`config.mk`:
```
export PLATFORM = sky130hd
export DESIGN_NAME = multicycle_ctrl_flat
export DESIGN_NICKNAME = d
export VERILOG_FILES = /design/src/rtl/ctrl_pkg.sv /design/src/rtl/multicycle_ctrl_if.sv /design/src/rtl/ctrl_alu_dec.sv /design/src/rtl/multicycle_ctrl.sv /design/src/flat_wrapper.sv
export SDC_FILE = /design/constraint.sdc
export NUM_CORES = 1
export LEC_CHECK = 0
export ABC_AREA = 1
export CAP_MARGIN = 20
export CELL_PAD_IN_SITES_DETAIL_PLACEMENT = 2
export CELL_PAD_IN_SITES_GLOBAL_PLACEMENT = 2
export CORE_MARGIN = 8
export CORE_UTILIZATION = 17
export CTS_CLUSTER_SIZE = 8
export DETAILED_ROUTE_END_ITERATION = 8
export GPL_TIMING_DRIVEN = 1
export PLACE_DENSITY_LB_ADDON = 0.12
export SETUP_SLACK_MARGIN = 0.02
export SLEW_MARGIN = 0
export SYNTH_ARGS = -nofsm -noshare
export SYNTH_HDL_FRONTEND = slang
export SYNTH_HIERARCHICAL = 1
export SYNTH_SLANG_ARGS = --single-unit
```
`constraint.sdc`:
```
create_clock -name clk -period 1.9 [get_ports clk]
set_input_delay 0.57 -clock clk [delete_from_list [all_inputs] [get_ports clk]]
set_output_delay 0.57 -clock clk [all_outputs]
set_load 0.05 [all_outputs]
```
`src/rtl/ctrl_pkg.sv`:
```
// Shared types and encodings for the multicycle control FSM.
// States, opcode/funct values, ALU ops and datapath source selects.
package ctrl_pkg;

  typedef enum logic [3:0] {
    S_IDLE,
    S_FETCH,
    S_DECODE,
    S_MEMADR,
    S_MEMRD,
    S_MEMWB,
    S_MEMWR,
    S_REX,
    S_RWB,
    S_IEX,
    S_IWB,
    S_BEQ,
    S_JMP,
    S_HALT
  } state_e;

  // ALU-decoder view of the current state
  typedef enum logic [2:0] {
    AC_NONE,
    AC_PC,
    AC_DEC,
    AC_MEM,
    AC_R,
    AC_I,
    AC_BEQ
  } acls_e;

  localparam logic [5:0] OP_RTYPE = 6'b000000;
  localparam logic [5:0] OP_J     = 6'b000010;
  localparam logic [5:0] OP_BEQ   = 6'b000100;
  localparam logic [5:0] OP_ADDI  = 6'b001000;
  localparam logic [5:0] OP_SLTI  = 6'b001010;
  localparam logic [5:0] OP_LW    = 6'b100011;
  localparam logic [5:0] OP_SW    = 6'b101011;

  localparam logic [5:0] FN_SLL = 6'b000000;
  localparam logic [5:0] FN_ADD = 6'b100000;
  localparam logic [5:0] FN_SUB = 6'b100010;
  localparam logic [5:0] FN_AND = 6'b100100;
  localparam logic [5:0] FN_OR  = 6'b100101;
  localparam logic [5:0] FN_SLT = 6'b101010;

  localparam logic [2:0] ALU_ADD = 3'b000;
  localparam logic [2:0] ALU_SUB = 3'b001;
  localparam logic [2:0] ALU_AND = 3'b010;
  localparam logic [2:0] ALU_OR  = 3'b011;
  localparam logic [2:0] ALU_SLT = 3'b101;
  localparam logic [2:0] ALU_SLL = 3'b110;

  localparam logic [1:0] SA_PC    = 2'd0;
  localparam logic [1:0] SA_REGA  = 2'd1;
  localparam logic [1:0] SA_SHAMT = 2'd2;

  localparam logic [1:0] SB_REGB = 2'd0;
  localparam logic [1:0] SB_FOUR = 2'd1;
  localparam logic [1:0] SB_IMM  = 2'd2;
  localparam logic [1:0] SB_IMM4 = 2'd3;

  localparam logic [1:0] PS_ALU = 2'd0;
  localparam logic [1:0] PS_OUT = 2'd1;
  localparam logic [1:0] PS_JMP = 2'd2;

  function automatic logic op_legal(
    input logic [5:0] op
  );
    return (op == OP_RTYPE) || (op == OP_J)
        || (op == OP_BEQ)   || (op == OP_ADDI)
        || (op == OP_SLTI)  || (op == OP_LW)
        || (op == OP_SW);
  endfunction

endpackage

```
`src/rtl/multicycle_ctrl_if.sv`:
```
// Controller <-> datapath bundle: IR fields and zero flag in,
// every enable and select out. master = controller side.
interface multicycle_ctrl_if;

  logic [5:0] opcode;
  logic [5:0] funct;
  logic       zero;

  logic       pc_en;
  logic       iord;
  logic       mem_read;
  logic       mem_write;
  logic       ir_write;
  logic       reg_dst;
  logic       mem_to_reg;
  logic       reg_write;
  logic [1:0] alu_src_a;
  logic [1:0] alu_src_b;
  logic [2:0] alu_op;
  logic [1:0] pc_src;
  logic       instr_done;
  logic       halted;

  modport master (
    input  opcode, funct, zero,
    output pc_en, iord, mem_read, mem_write,
    output ir_write, reg_dst, mem_to_reg, reg_write,
    output alu_src_a, alu_src_b, alu_op, pc_src,
    output instr_done, halted
  );

  modport slave (
    output opcode, funct, zero,
    input  pc_en, iord, mem_read, mem_write,
    input  ir_write, reg_dst, mem_to_reg, reg_write,
    input  alu_src_a, alu_src_b, alu_op, pc_src,
    input  instr_done, halted
  );

endinterface

```
`src/rtl/ctrl_alu_dec.sv`:
```
// ALU op / operand-A decoder for the multicycle controller.
// In: state class, opcode, funct. Out: alu_op, alu_src_a, illegal.
module ctrl_alu_dec
  import ctrl_pkg::*;
(
  input  acls_e      cls_i,
  input  logic [5:0] opcode_i,
  input  logic [5:0] funct_i,
  output logic [2:0] alu_op_o,
  output logic [1:0] alu_src_a_o,
  output logic       illegal_o
);

  always_comb begin
    alu_op_o    = ALU_ADD;
    alu_src_a_o = SA_PC;
    illegal_o   = 1'b0;
    unique case (cls_i)
      AC_DEC: begin
        illegal_o = !op_legal(opcode_i);
      end
      AC_MEM: begin
        alu_src_a_o = SA_REGA;
      end
      AC_R: begin
        alu_src_a_o = SA_REGA;
        unique case (1'b1)
          (funct_i == FN_ADD): alu_op_o = ALU_ADD;
          (funct_i == FN_SUB): alu_op_o = ALU_SUB;
          (funct_i == FN_AND): alu_op_o = ALU_AND;
          (funct_i == FN_OR):  alu_op_o = ALU_OR;
          (funct_i == FN_SLT): alu_op_o = ALU_SLT;
          (funct_i == FN_SLL): begin
            alu_op_o    = ALU_SLL;
            alu_src_a_o = SA_SHAMT;
          end
          default: illegal_o = 1'b1;
        endcase
      end
      AC_I: begin
        alu_src_a_o = SA_REGA;
        alu_op_o    = (opcode_i == OP_SLTI)
                    ? ALU_SLT : ALU_ADD;
      end
      AC_BEQ: begin
        alu_src_a_o = SA_REGA;
        alu_op_o    = ALU_SUB;
      end
      default: ;
    endcase
  end

endmodule

```
`src/rtl/multicycle_ctrl.sv`:
```
// Moore control FSM for the multicycle datapath.
// Ports: clk, rst_n (async, active low), bus (master modport).
module multicycle_ctrl
  import ctrl_pkg::*;
#(
  parameter bit ILLEGAL_HALT = 1'b1
)
(
  input logic              clk,
  input logic              rst_n,
  multicycle_ctrl_if.master bus
);

  localparam state_e ILL_NEXT =
    ILLEGAL_HALT ? S_HALT : S_FETCH;

  state_e state_q, state_d;
  // lw/sw choice captured in DECODE so
  // MEMADR does not look at the opcode again
  logic   store_q, store_d;

  acls_e  cls;
  logic   dec_ill;

  ctrl_alu_dec u_dec (
    .cls_i       (cls),
    .opcode_i    (bus.opcode),
    .funct_i     (bus.funct),
    .alu_op_o    (bus.alu_op),
    .alu_src_a_o (bus.alu_src_a),
    .illegal_o   (dec_ill)
  );

  always_ff @(posedge clk or negedge rst_n) begin
    if (!rst_n) begin
      state_q <= S_IDLE;
      store_q <= 1'b0;
    end else begin
      state_q <= state_d;
      store_q <= store_d;
    end
  end

  always_comb begin
    cls = AC_NONE;
    unique case (state_q)
      S_FETCH:  cls = AC_PC;
      S_DECODE: cls = AC_DEC;
      S_MEMADR: cls = AC_MEM;
      S_REX:    cls = AC_R;
      S_IEX:    cls = AC_I;
      S_BEQ:    cls = AC_BEQ;
      default:  cls = AC_NONE;
    endcase
  end

  always_comb begin
    state_d        = state_q;
    store_d        = store_q;
    bus.pc_en      = 1'b0;
    bus.iord       = 1'b0;
    bus.mem_read   = 1'b0;
    bus.mem_write  = 1'b0;
    bus.ir_write   = 1'b0;
    bus.reg_dst    = 1'b0;
    bus.mem_to_reg = 1'b0;
    bus.reg_write  = 1'b0;
    bus.alu_src_b  = SB_REGB;
    bus.pc_src     = PS_ALU;
    bus.instr_done = 1'b0;
    bus.halted     = 1'b0;
    unique case (state_q)
      S_IDLE: state_d = S_FETCH;
      S_FETCH: begin
        bus.mem_read  = 1'b1;
        bus.ir_write  = 1'b1;
        bus.alu_src_b = SB_FOUR;
        bus.pc_src    = PS_ALU;
        bus.pc_en     = 1'b1;
        state_d       = S_DECODE;
      end
      S_DECODE: begin
        bus.alu_src_b = SB_IMM4;
        unique case (1'b1)
          dec_ill:
            state_d = ILL_NEXT;
          (bus.opcode == OP_LW),
          (bus.opcode == OP_SW): begin
            state_d = S_MEMADR;
            store_d = (bus.opcode == OP_SW);
          end
          (bus.opcode == OP_RTYPE):
            state_d = S_REX;
          (bus.opcode == OP_BEQ):
            state_d = S_BEQ;
          (bus.opcode == OP_ADDI),
          (bus.opcode == OP_SLTI):
            state_d = S_IEX;
          (bus.opcode == OP_J):
            state_d = S_JMP;
          default:
            state_d = ILL_NEXT;
        endcase
      end
      S_MEMADR: begin
        bus.alu_src_b = SB_IMM;
        state_d = store_q ? S_MEMWR : S_MEMRD;
      end
      S_MEMRD: begin
        bus.iord     = 1'b1;
        bus.mem_read = 1'b1;
        state_d      = S_MEMWB;
      end
      S_MEMWB: begin
        bus.reg_write  = 1'b1;
        bus.mem_to_reg = 1'b1;
        bus.instr_done = 1'b1;
        state_d        = S_FETCH;
      end
      S_MEMWR: begin
        bus.iord       = 1'b1;
        bus.mem_write  = 1'b1;
        bus.instr_done = 1'b1;
        state_d        = S_FETCH;
      end
      S_REX: begin
        bus.alu_src_b = SB_REGB;
        state_d = dec_ill ? ILL_NEXT : S_RWB;
      end
      S_RWB: begin
        bus.reg_write  = 1'b1;
        bus.reg_dst    = 1'b1;
        bus.instr_done = 1'b1;
        state_d        = S_FETCH;
      end
      S_IEX: begin
        bus.alu_src_b = SB_IMM;
        state_d       = S_IWB;
      end
      S_IWB: begin
        bus.reg_write  = 1'b1;
        bus.instr_done = 1'b1;
        state_d        = S_FETCH;
      end
      S_BEQ: begin
        bus.alu_src_b  = SB_REGB;
        bus.pc_src     = PS_OUT;
        bus.pc_en      = bus.zero;
        bus.instr_done = 1'b1;
        state_d        = S_FETCH;
      end
      S_JMP: begin
        bus.pc_src     = PS_JMP;
        bus.pc_en      = 1'b1;
        bus.instr_done = 1'b1;
        state_d        = S_FETCH;
      end
      S_HALT: begin
        bus.halted = 1'b1;
      end
      default: state_d = S_IDLE;
    endcase
  end

endmodule

```
`src/flat_wrapper.sv`:
```
// flat-port wrapper written by rule: the top's interface ports become plain ports
module multicycle_ctrl_flat import ctrl_pkg::*;
#(
  parameter bit ILLEGAL_HALT = 1'b1
)
  (clk, rst_n, bus_opcode, bus_funct, bus_zero, bus_pc_en, bus_iord, bus_mem_read, bus_mem_write, bus_ir_write, bus_reg_dst, bus_mem_to_reg, bus_reg_write, bus_alu_src_a, bus_alu_src_b, bus_alu_op, bus_pc_src, bus_instr_done, bus_halted);
  multicycle_ctrl_if bus_i ();
  input logic clk;
  input logic rst_n;
  input wire logic [$bits(bus_i.opcode)-1:0] bus_opcode;
  input wire logic [$bits(bus_i.funct)-1:0] bus_funct;
  input wire logic [$bits(bus_i.zero)-1:0] bus_zero;
  output wire logic [$bits(bus_i.pc_en)-1:0] bus_pc_en;
  output wire logic [$bits(bus_i.iord)-1:0] bus_iord;
  output wire logic [$bits(bus_i.mem_read)-1:0] bus_mem_read;
  output wire logic [$bits(bus_i.mem_write)-1:0] bus_mem_write;
  output wire logic [$bits(bus_i.ir_write)-1:0] bus_ir_write;
  output wire logic [$bits(bus_i.reg_dst)-1:0] bus_reg_dst;
  output wire logic [$bits(bus_i.mem_to_reg)-1:0] bus_mem_to_reg;
  output wire logic [$bits(bus_i.reg_write)-1:0] bus_reg_write;
  output wire logic [$bits(bus_i.alu_src_a)-1:0] bus_alu_src_a;
  output wire logic [$bits(bus_i.alu_src_b)-1:0] bus_alu_src_b;
  output wire logic [$bits(bus_i.alu_op)-1:0] bus_alu_op;
  output wire logic [$bits(bus_i.pc_src)-1:0] bus_pc_src;
  output wire logic [$bits(bus_i.instr_done)-1:0] bus_instr_done;
  output wire logic [$bits(bus_i.halted)-1:0] bus_halted;
  assign bus_i.opcode = bus_opcode;
  assign bus_i.funct = bus_funct;
  assign bus_i.zero = bus_zero;
  assign bus_pc_en = bus_i.pc_en;
  assign bus_iord = bus_i.iord;
  assign bus_mem_read = bus_i.mem_read;
  assign bus_mem_write = bus_i.mem_write;
  assign bus_ir_write = bus_i.ir_write;
  assign bus_reg_dst = bus_i.reg_dst;
  assign bus_mem_to_reg = bus_i.mem_to_reg;
  assign bus_reg_write = bus_i.reg_write;
  assign bus_alu_src_a = bus_i.alu_src_a;
  assign bus_alu_src_b = bus_i.alu_src_b;
  assign bus_alu_op = bus_i.alu_op;
  assign bus_pc_src = bus_i.pc_src;
  assign bus_instr_done = bus_i.instr_done;
  assign bus_halted = bus_i.halted;
  multicycle_ctrl #(.ILLEGAL_HALT(ILLEGAL_HALT)) u_core (.clk(clk), .rst_n(rst_n), .bus(bus_i));
endmodule
```
==> results.sh <==
export IMPL_status="complete, but fails checks"
export IMPL_violations="setup timing"
export IMPL_worstMarginPinSlew_ns=0.296
export IMPL_synth_async_sr_flop_share=1.00
export IMPL_multi_input_area_um2=810
export IMPL_startpoint_type="register"
export IMPL_die_area_um2=7170
export IMPL_drv_slew=0
export IMPL_cts_clk_slew_worst_paths_ns=0.04
export IMPL_hold_path_class="reg2reg"
export IMPL_instances_no_fill=295
export IMPL_htree_levels=1
export IMPL_rsz0062_at_grt="true"
export IMPL_drtAntennaViolNets=0
export IMPL_p_sw_mw=1.74
export IMPL_synth_area_top_cells="dfrtp_1 (16%), nand2_1 (15%), nor2_1 (14%), nand3_1 (12%), inv_1 (11%)"
export IMPL_cts_inserted_buffers=3
export IMPL_setup_violations_final=21
export IMPL_drive_above_1_share=0.598
export IMPL_grt_overflow=0
export IMPL_yosys_register_bits=5
export IMPL_path_class="reg2out"
export IMPL_syn_to_final_growth_pct=169
export IMPL_grt_pass1_wl_um=7920
export IMPL_path_max_fanout=6
export IMPL_globalplace_congestion=0.767
export IMPL_start_util=0.173
export IMPL_ys_seq_area_frac=0.156
export IMPL_setup_tns_ns=-5.76
export IMPL_drt_iter0_markers=28
export IMPL_power_leakage_nw=1.03
export IMPL_num_rows=25
export IMPL_yosys_warnings=6
export IMPL_yosysTopAreaCellShare=0.156
export IMPL_synth_nets=166
export IMPL_fin_skew_ns=0.00220
export IMPL_synth_edf_count=0
export IMPL_numPortBuffers=33
export IMPL_remaining_drc_errors=0
export IMPL_p_clk_frac=0.057
export IMPL_seqPwrFrac=0.071
export IMPL_diodes=0
export IMPL_wl_per_cell_um=18.0
export IMPL_finalNetCount=257
export IMPL_hpwl_um=3600
export IMPL_ioPinCount=34
export IMPL_grt_pass1_vias=1564
export IMPL_clockBufferDepth=2
export IMPL_ys_types=20
export IMPL_tritoncts="built"
export IMPL_place_inst=276
export IMPL_cts_root_buf="clkbuf_8"
export IMPL_hold_viol_final=0
export IMPL_grtUsageTotal=0.136
export IMPL_netlist_instances=151
export IMPL_end_kind="output port"
export IMPL_insertion_delay_ns=0.22
export IMPL_synth_ff_type="dfrtp_1"
export IMPL_period_minus_slack_ns=2.43
export IMPL_combPwrFrac=0.872
export IMPL_syn_avg_cell_area_um2=5.31
export IMPL_die_x_um=84.7
export IMPL_via_count=1316
export IMPL_setup_ws_ns=-0.528
export IMPL_core_um2=4630
export IMPL_routed_wirelength_um=5310
export IMPL_nFillCells=519
export IMPL_cp_required_ns=1.33
export IMPL_clkSinkCount=5
export IMPL_hold_ws_ns=0.525
export IMPL_regArea_um2=130
export IMPL_grt_max_degree=7
export IMPL_ys_top_cells_by_count="nand2_1 (32), nor2_1 (29), inv_1 (24)"
export IMPL_vdd_drop_max_uv=459
export IMPL_yosysMostFrequentCell="nand2_1"
export IMPL_viasPerCell=4.46
export IMPL_synth_top_cell_by_area="dfrtp_1"
export IMPL_synth_area_um2=802
export IMPL_crit_arrival_ns=1.86
export IMPL_antenna_found_initial=0
export IMPL_firstDrtPassIters=4
export IMPL_place_ws_ns=-0.463
export IMPL_fmax_ghz=0.412
export IMPL_p_int_mw=1.64
export IMPL_relSlewSlack=0.802
export IMPL_fin_total_pwr_mw=3.38
export IMPL_post_route_period_util=1.28
export IMPL_holdBufCountCts=0
export IMPL_die_y_um=84.7
export IMPL_powerDensity_nw_per_um2=1570
export IMPL_swShare=0.515
export IMPL_drv_cap=0
[area by class of cell]
cell class,count,area share
Clock buffer,4,0.0209
Inverter,32,0.0674
Multi-Input combinational cell,114,0.376
Sequential cell,5,0.0604
Tap cell,54,0.0314
Timing Repair Buffer,86,0.444
[metal layers]
layer | vias to the layer above | part of all wire | routed length [um] | GRT usage
li1 | 653 | - | - | -
met2 | 29 | 0.59 | 3140 | 0.286
met4 | 0 | 0.011 | 61 | 0.0243
met3 | 4 | 0.026 | 140 | 0.0195
met5 | - | 0 | 0 | 0
met1 | 630 | 0.37 | 1970 | 0.133
[through the flow]
step                area [um^2]   util
global placement           1790  0.386
floorplan                   912      -
detailed placement         1790  0.386
CTS                        2040  0.440
finish                     2150  0.465
global route               2150  0.465
[repair_timing]
action	4_1_cts	5_1_grt
setup buffers	17	9
pin swaps	11	9
gates cloned	0	0
setup endpoints to repair	21	21
gates resized for setup	38	23
[worst max-delay path, cell delays in order, from the launching register on]
cell     delay [ns]
dfrtp_2        0.45
inv_2          0.09
nor2_2         0.05
inv_2          0.09
nor2_4         0.04
inv_2          0.07
o21ai_2        0.07
inv_2          0.08
nand2_4        0.07
nor2_4         0.19
nand4_4        0.17
nand3_4        0.13
buf_12         0.13
[sequential cells by signal (all words and copies together) (netlist names)]
name	cells
u_core/state_q	4
u_core/store_q	1
[power by group through the flow]
stage	combinational, mW	sequential [mW]	clock [mW]
4_1_cts	2.65	0.231	0.202
3_5_place_dp	2.29	0.228	0
5_1_grt	3.08	0.247	0.211
3_3_place_gp	2.23	0.225	0
6_report	2.94	0.240	0.193
2_1_floorplan	1.12	0.225	0
[logic make-up after synthesis]
| family | after synthesis | share of synthesized area |
|---|---|---|
| AOI/OAI and AO/OA | 11 | 0.0733 |
| buffers and inverters | 32 | 0.150 |
| DFF | 5 | 0.156 |
| and+or+nand+nor | 103 | 0.621 |
[cells in the final DEF, fill, tap and decap left out, types with 4 or more instances in the layout]
cell,count
nor2_4,12
nand2_4,7
buf_4,43
nor2_2,5
inv_1,13
inv_2,10
nand2_2,4
nand3_1,14
nand2_1,26
clkdlybuf4s50_1,12
inv_4,7
dfrtp_2,4
buf_6,10
buf_12,19
nor2_1,19
[worst paths after layout]
kind	start	to	slack (ns)	cells after the start
max	u_core/state_q[1]	bus_alu_op[2]	-0.53	12
min	u_core/store_q	u_core/store_q	0.52	2
max reg2reg	u_core/state_q[2]	u_core/state_q[2]	-0.14	14
min reg2reg	u_core/store_q	u_core/store_q	0.52	2
max in group asynchronous	rst_n	u_core/state_q[0]	1.12	1
min in group asynchronous	rst_n	u_core/store_q	0.57	1
No activity file was read; power rests on OpenSTA's default activity.
==> variant 1 (config.mk and constraints unchanged) <==
Reset style: synchronous (`rst_n`), changed in one clocked block. Comments in the files are not updated.
--- a/src/rtl/multicycle_ctrl.sv
+++ b/src/rtl/multicycle_ctrl.sv
@@ -31,7 +31,7 @@
     .illegal_o   (dec_ill)
   );
 
-  always_ff @(posedge clk or negedge rst_n) begin
+  always_ff @(posedge clk) begin
     if (!rst_n) begin
       state_q <= S_IDLE;
       store_q <= 1'b0;
Behaviour: differs if rst_n is asserted again (counterexample within 4 cycles, from zero or initial values and one cycle with rst_n low); with rst_n held inactive, the same outputs for 10 cycles.
==> variant 1 against the original RTL <==
The run still ends with setup timing left. Critical path type unchanged. Sequential share of layout area down 1.3 points. Clock skew about the same. Worst setup slack worse by 0.046 ns. Sequential cell count unchanged. Power down 36%. Final cell count up 9.5%. Synthesized cell count up 9.3%. Area after synthesis up 0.31%. Design area up 9.5%. Count of clock-buffer cells in the layout unchanged. Wire length up 23%. Non-clock buffer count up 13. First-iteration DRC count up 14%. Highest routed layer unchanged.
==> variant 1: results (changes against the original RTL) <==
.. list-table::
   :header-rows: 1

   * - Metric
     - Value
   * - Share of final-layout standard cells stronger than drive strength 1
     - 62.7% (was 59.8%)
   * - Antenna violations before repair
     - 1 (was 0)
   * - Last element of the critical path
     - bus_alu_src_a[0] (was bus_alu_op[2])
   * - Failing checks
     - setup timing (unchanged)
   * - Slew HR
     - 85.2% (was 80.2%)
   * - Post-DP Area
     - 1790 um2 (about the same)
   * - Share of synthesized area occupied by flip-flops and latches
     - 12.4% (was 15.6%)
   * - Iter 0 DRT Violations
     - 32 (was 28)
   * - Vias in the first global route
     - 1715 (was 1564)
   * - Worst reg2reg startpoint
     - u_core/state_q[1] (was u_core/state_q[2])
   * - Sequential Area
     - 113 um2 (was 130 um2)
   * - Setup-failing EPs final
     - 18 (was 21)
   * - Leakage power of the design
     - 1.16 nW (was 1.03 nW)
   * - Share of cell area taken by multi-input logic gates
     - 38.5% (was 37.6%)
   * - All-layer global routing usage
     - 14.1% (was 13.6%)
   * - Unique masters post-synth
     - 19 (was 20)
   * - Worst Hold Path EP
     - u_core/store_q (unchanged)
   * - Largest stage delay, worst path
     - 0.36 ns (was 0.45 ns)
   * - Number of nets in the synthesized netlist
     - 180 (was 166)
   * - Inverter count
     - 34 (was 32)
   * - Hold_sp
     - u_core/store_q (unchanged)
   * - Detailed placer's ending HPWL
     - 3.65 mm (was 3.60 mm)
   * - Worst vdd ir
     - 637 uV (was 459 uV)
   * - Biggest fanout along the worst timing path
     - 4 (was 6)
   * - Worst Clk Skew
     - 0.00177 ns (was 0.00220 ns)
   * - # nets final
     - 284 (was 257)
   * - Post-DR wirelength/cell
     - 20.2 um (was 18.0 um)
   * - Compound-Gate Fraction of Synth Area
     - 8.71% (was 7.33%)
   * - Smallest setup slack after layout
     - -0.574 ns (was -0.528 ns)
   * - Critical path data arrival time
     - 1.90 ns (was 1.86 ns)
   * - Synth cell count leaders
     - sky130_fd_sc_hd__nand2_1, sky130_fd_sc_hd__nor2_1, sky130_fd_sc_hd__inv_1 (unchanged)
   * - Fillers
     - 495 (was 519)
   * - Result of the run
     - complete, but fails checks (unchanged)
   * - Register-to-Register Setup Slack
     - -0.50 ns (was -0.14 ns)
   * - Global-route wire length before repair
     - 8.21 mm (was 7.92 mm)
   * - Relative area of non-clock buffer cells in the final design
     - 45.8% (was 44.4%)
==> variant 1: cell types whose count changed in the layout (fill, tap and decap cells not counted), moves of 3 or more <==
cell / delta
sky130_fd_sc_hd__nor2_2: +4
sky130_fd_sc_hd__nand2_2: +6
sky130_fd_sc_hd__buf_4: +6
sky130_fd_sc_hd__nand2_4: +3
sky130_fd_sc_hd__inv_1: +4
sky130_fd_sc_hd__buf_6: +7
sky130_fd_sc_hd__o21ai_1: +4
sky130_fd_sc_hd__nand3_1: -5
sky130_fd_sc_hd__nor2_1: -3
sky130_fd_sc_hd__dfxtp_4: +3
sky130_fd_sc_hd__dfrtp_2: -4
==> variant 1: what timing repair did <==
item	4_1_cts	5_1_grt
pin swaps	21	19
setup buffers	15	14
resized for setup	76	35
endpoints found under the setup margin	20	20
hold buffers	0	0
==> variant 1: metrics by stage <==
step,cells,setup slack [ns],hold slack [ns],setup TNS [ns]
5_1_grt,323,-0.654,0.538,-5.54
4_1_cts,312,-0.486,0.495,-3.19
3_3_place_gp,296,-0.430,0.482,-2.69
2_1_floorplan,165,-0.595,0.458,-1.86
6_report,323,-0.574,0.516,-4.55
3_5_place_dp,296,-0.499,0.491,-3.20
==> variant 1: per-layer routing <==
layer	GRT usage (%)	vias to the layer above	wire length, um
li1	-	712	-
met1	13.7	739	2350
met2	28.4	35	3870
met3	2.54	8	225
met4	4.69	0	91
met5	0	-	0
==> variant 1: logic make-up (layout without fill, tap and decap cells) <==
family                 Yosys count  in the layout
buffers and inverters           34            137
AND/OR/NAND/NOR                113            113
other                            0              1
flip-flops                       5              5
AO/OA/AOI/OAI                   13             13
==> variant 1: power breakdown <==
part | total (mW) | switching [mW] | internal [mW]
clock network | 0.195 | 0.0509 | 0.144
registers | 0.173 | 0.0410 | 0.132
logic | 1.79 | 0.943 | 0.847
==> variant 2 (config.mk and constraints unchanged) <==
Without the edit above. `ILLEGAL_HALT` is set to 1'b1 in 2 places; all go to 1'b0.
--- a/src/rtl/multicycle_ctrl.sv
+++ b/src/rtl/multicycle_ctrl.sv
@@ -3,7 +3,7 @@
 module multicycle_ctrl
   import ctrl_pkg::*;
 #(
-  parameter bit ILLEGAL_HALT = 1'b1
+  parameter bit ILLEGAL_HALT = 1'b0
 )
 (
   input logic              clk,
--- a/src/flat_wrapper.sv
+++ b/src/flat_wrapper.sv
@@ -1,7 +1,7 @@
 // flat-port wrapper written by rule: the top's interface ports become plain ports
 module multicycle_ctrl_flat import ctrl_pkg::*;
 #(
-  parameter bit ILLEGAL_HALT = 1'b1
+  parameter bit ILLEGAL_HALT = 1'b0
 )
   (clk, rst_n, bus_opcode, bus_funct, bus_zero, bus_pc_en, bus_iord, bus_mem_read, bus_mem_write, bus_ir_write, bus_reg_dst, bus_mem_to_reg, bus_reg_write, bus_alu_src_a, bus_alu_src_b, bus_alu_op, bus_pc_src, bus_instr_done, bus_halted);
   multicycle_ctrl_if bus_i ();
Function: changed (Yosys sat finds a counterexample within 4 cycles, from zero or initial values and one cycle with rst_n low).
==> variant 2 against the original RTL <==
The run still ends with setup timing left. Sequential cell count did not move. Power rose by 8.0%. Design area rose by 3.9%. Worst setup slack improved by 0.023 ns. Wire length rose by 14%. Final cell count rose by 1.4%. Sequential power rose by 8%. Via count rose by 6.5%. Area after synthesis fell by 4.1%. Hold slack improved by 0.042 ns. Critical path type unchanged. Critical endpoint unchanged. Largest cell class unchanged. Highest routed layer unchanged.
==> variant 2: results (changes against the original RTL) <==
.. list-table::
   :header-rows: 1

   * - Metric
     - Value
   * - Result of the run
     - complete, but fails checks (unchanged)
   * - Failing checks
     - setup timing (unchanged)
   * - Least-Margin Pin Slew
     - 0.328 ns (was 0.296 ns)
   * - Vias in the first global route
     - 1593 (was 1564)
   * - # nets final
     - 263 (was 257)
   * - Total wire length
     - 6.07 mm (was 5.31 mm)
   * - Routed wl met2
     - 3.45 mm (was 3.14 mm)
   * - Worst Clk Skew
     - 0.00515 ns (was 0.00220 ns)
   * - Synth cell count leaders
     - sky130_fd_sc_hd__nand2_1, sky130_fd_sc_hd__nor2_1, sky130_fd_sc_hd__inv_1 (unchanged)
   * - Leakage power of the design
     - 1.09 nW (was 1.03 nW)
   * - Reg-to-reg critical path endpoint
     - u_core/state_q[0] (was u_core/state_q[2])
   * - Largest stage delay, worst path
     - 0.41 ns (was 0.45 ns)
   * - Setup-failing EPs final
     - 20 (was 21)
   * - Post-DP Area
     - 1740 um2 (was 1790 um2)
   * - Overall via count from detail_route
     - 1401 (was 1316)
   * - Smallest setup slack after layout
     - -0.505 ns (was -0.528 ns)
   * - Global-route wire length before repair
     - 8.02 mm (was 7.92 mm)
   * - Met1 track demand over resource in global routing
     - 13.4% (was 13.3%)
   * - Crit-path slowest cell
     - sky130_fd_sc_hd__dfrtp_1 (was sky130_fd_sc_hd__dfrtp_2)
   * - Global placer's final weighted congestion
     - 0.735 (was 0.767)
   * - Start point of the critical path
     - u_core/state_q[3] (was u_core/state_q[1])
   * - Iter 0 DRT Violations
     - 23 (was 28)
   * - Worst vdd ir
     - 847 uV (was 459 uV)
   * - R2R depth
     - 15 (was 14)
   * - Global-route met3 utilization
     - 2.44% (was 1.95%)
   * - Share of synthesized area occupied by flip-flops and latches
     - 16.3% (was 15.6%)
   * - Critical path data arrival time
     - 1.84 ns (was 1.86 ns)
   * - WL met3
     - 165 um (was 140 um)
   * - Met1 Routed Length
     - 2.34 mm (was 1.97 mm)
   * - Total placed cells including tap cells
     - 272 (was 276)
   * - Met2 Usage GRT
     - 28.6% (about the same)
   * - Avg Cell Area, Syn
     - 5.10 um2 (was 5.31 um2)
[variant 2: cell type report]
type                            count  area (um2)
Tap cell                           52        65.1
Multi-Input combinational cell    116         855
Fill cell                         452        2120
Clock buffer                        4        45.0
Sequential cell                     5         129
Timing Repair Buffer               92        1020
Inverter                           30         129
[variant 2: where the power goes]
group	internal, mW	switching, mW	total [mW]	leakage [nW]
Clock	0.145	0.0648	0.210	0.0228
Sequential	0.155	0.104	0.260	0.0569
Combinational	1.45	1.73	3.18	1.01
Total	1.75	1.90	3.65	1.09
[variant 2: logic make-up (layout without fill, tap and decap cells)]
family                    Yosys count  in the layout  share of synthesized area [%]
AOI/OAI and AO/OA                  13             13                           9.43
xor gates and xnor gates            1              1                           1.14
buffers and inverters              30            126                           14.6
DFF                                 5              5                           16.3
and+or+nand+nor                   102            102                           58.5
[variant 2: timing repair]
action                     in CTS  in global routing
pin swaps                      11                 16
gates resized for setup        67                 27
setup endpoints to repair      20                 21
setup buffers                  10                 16
hold buffers                    0                  0
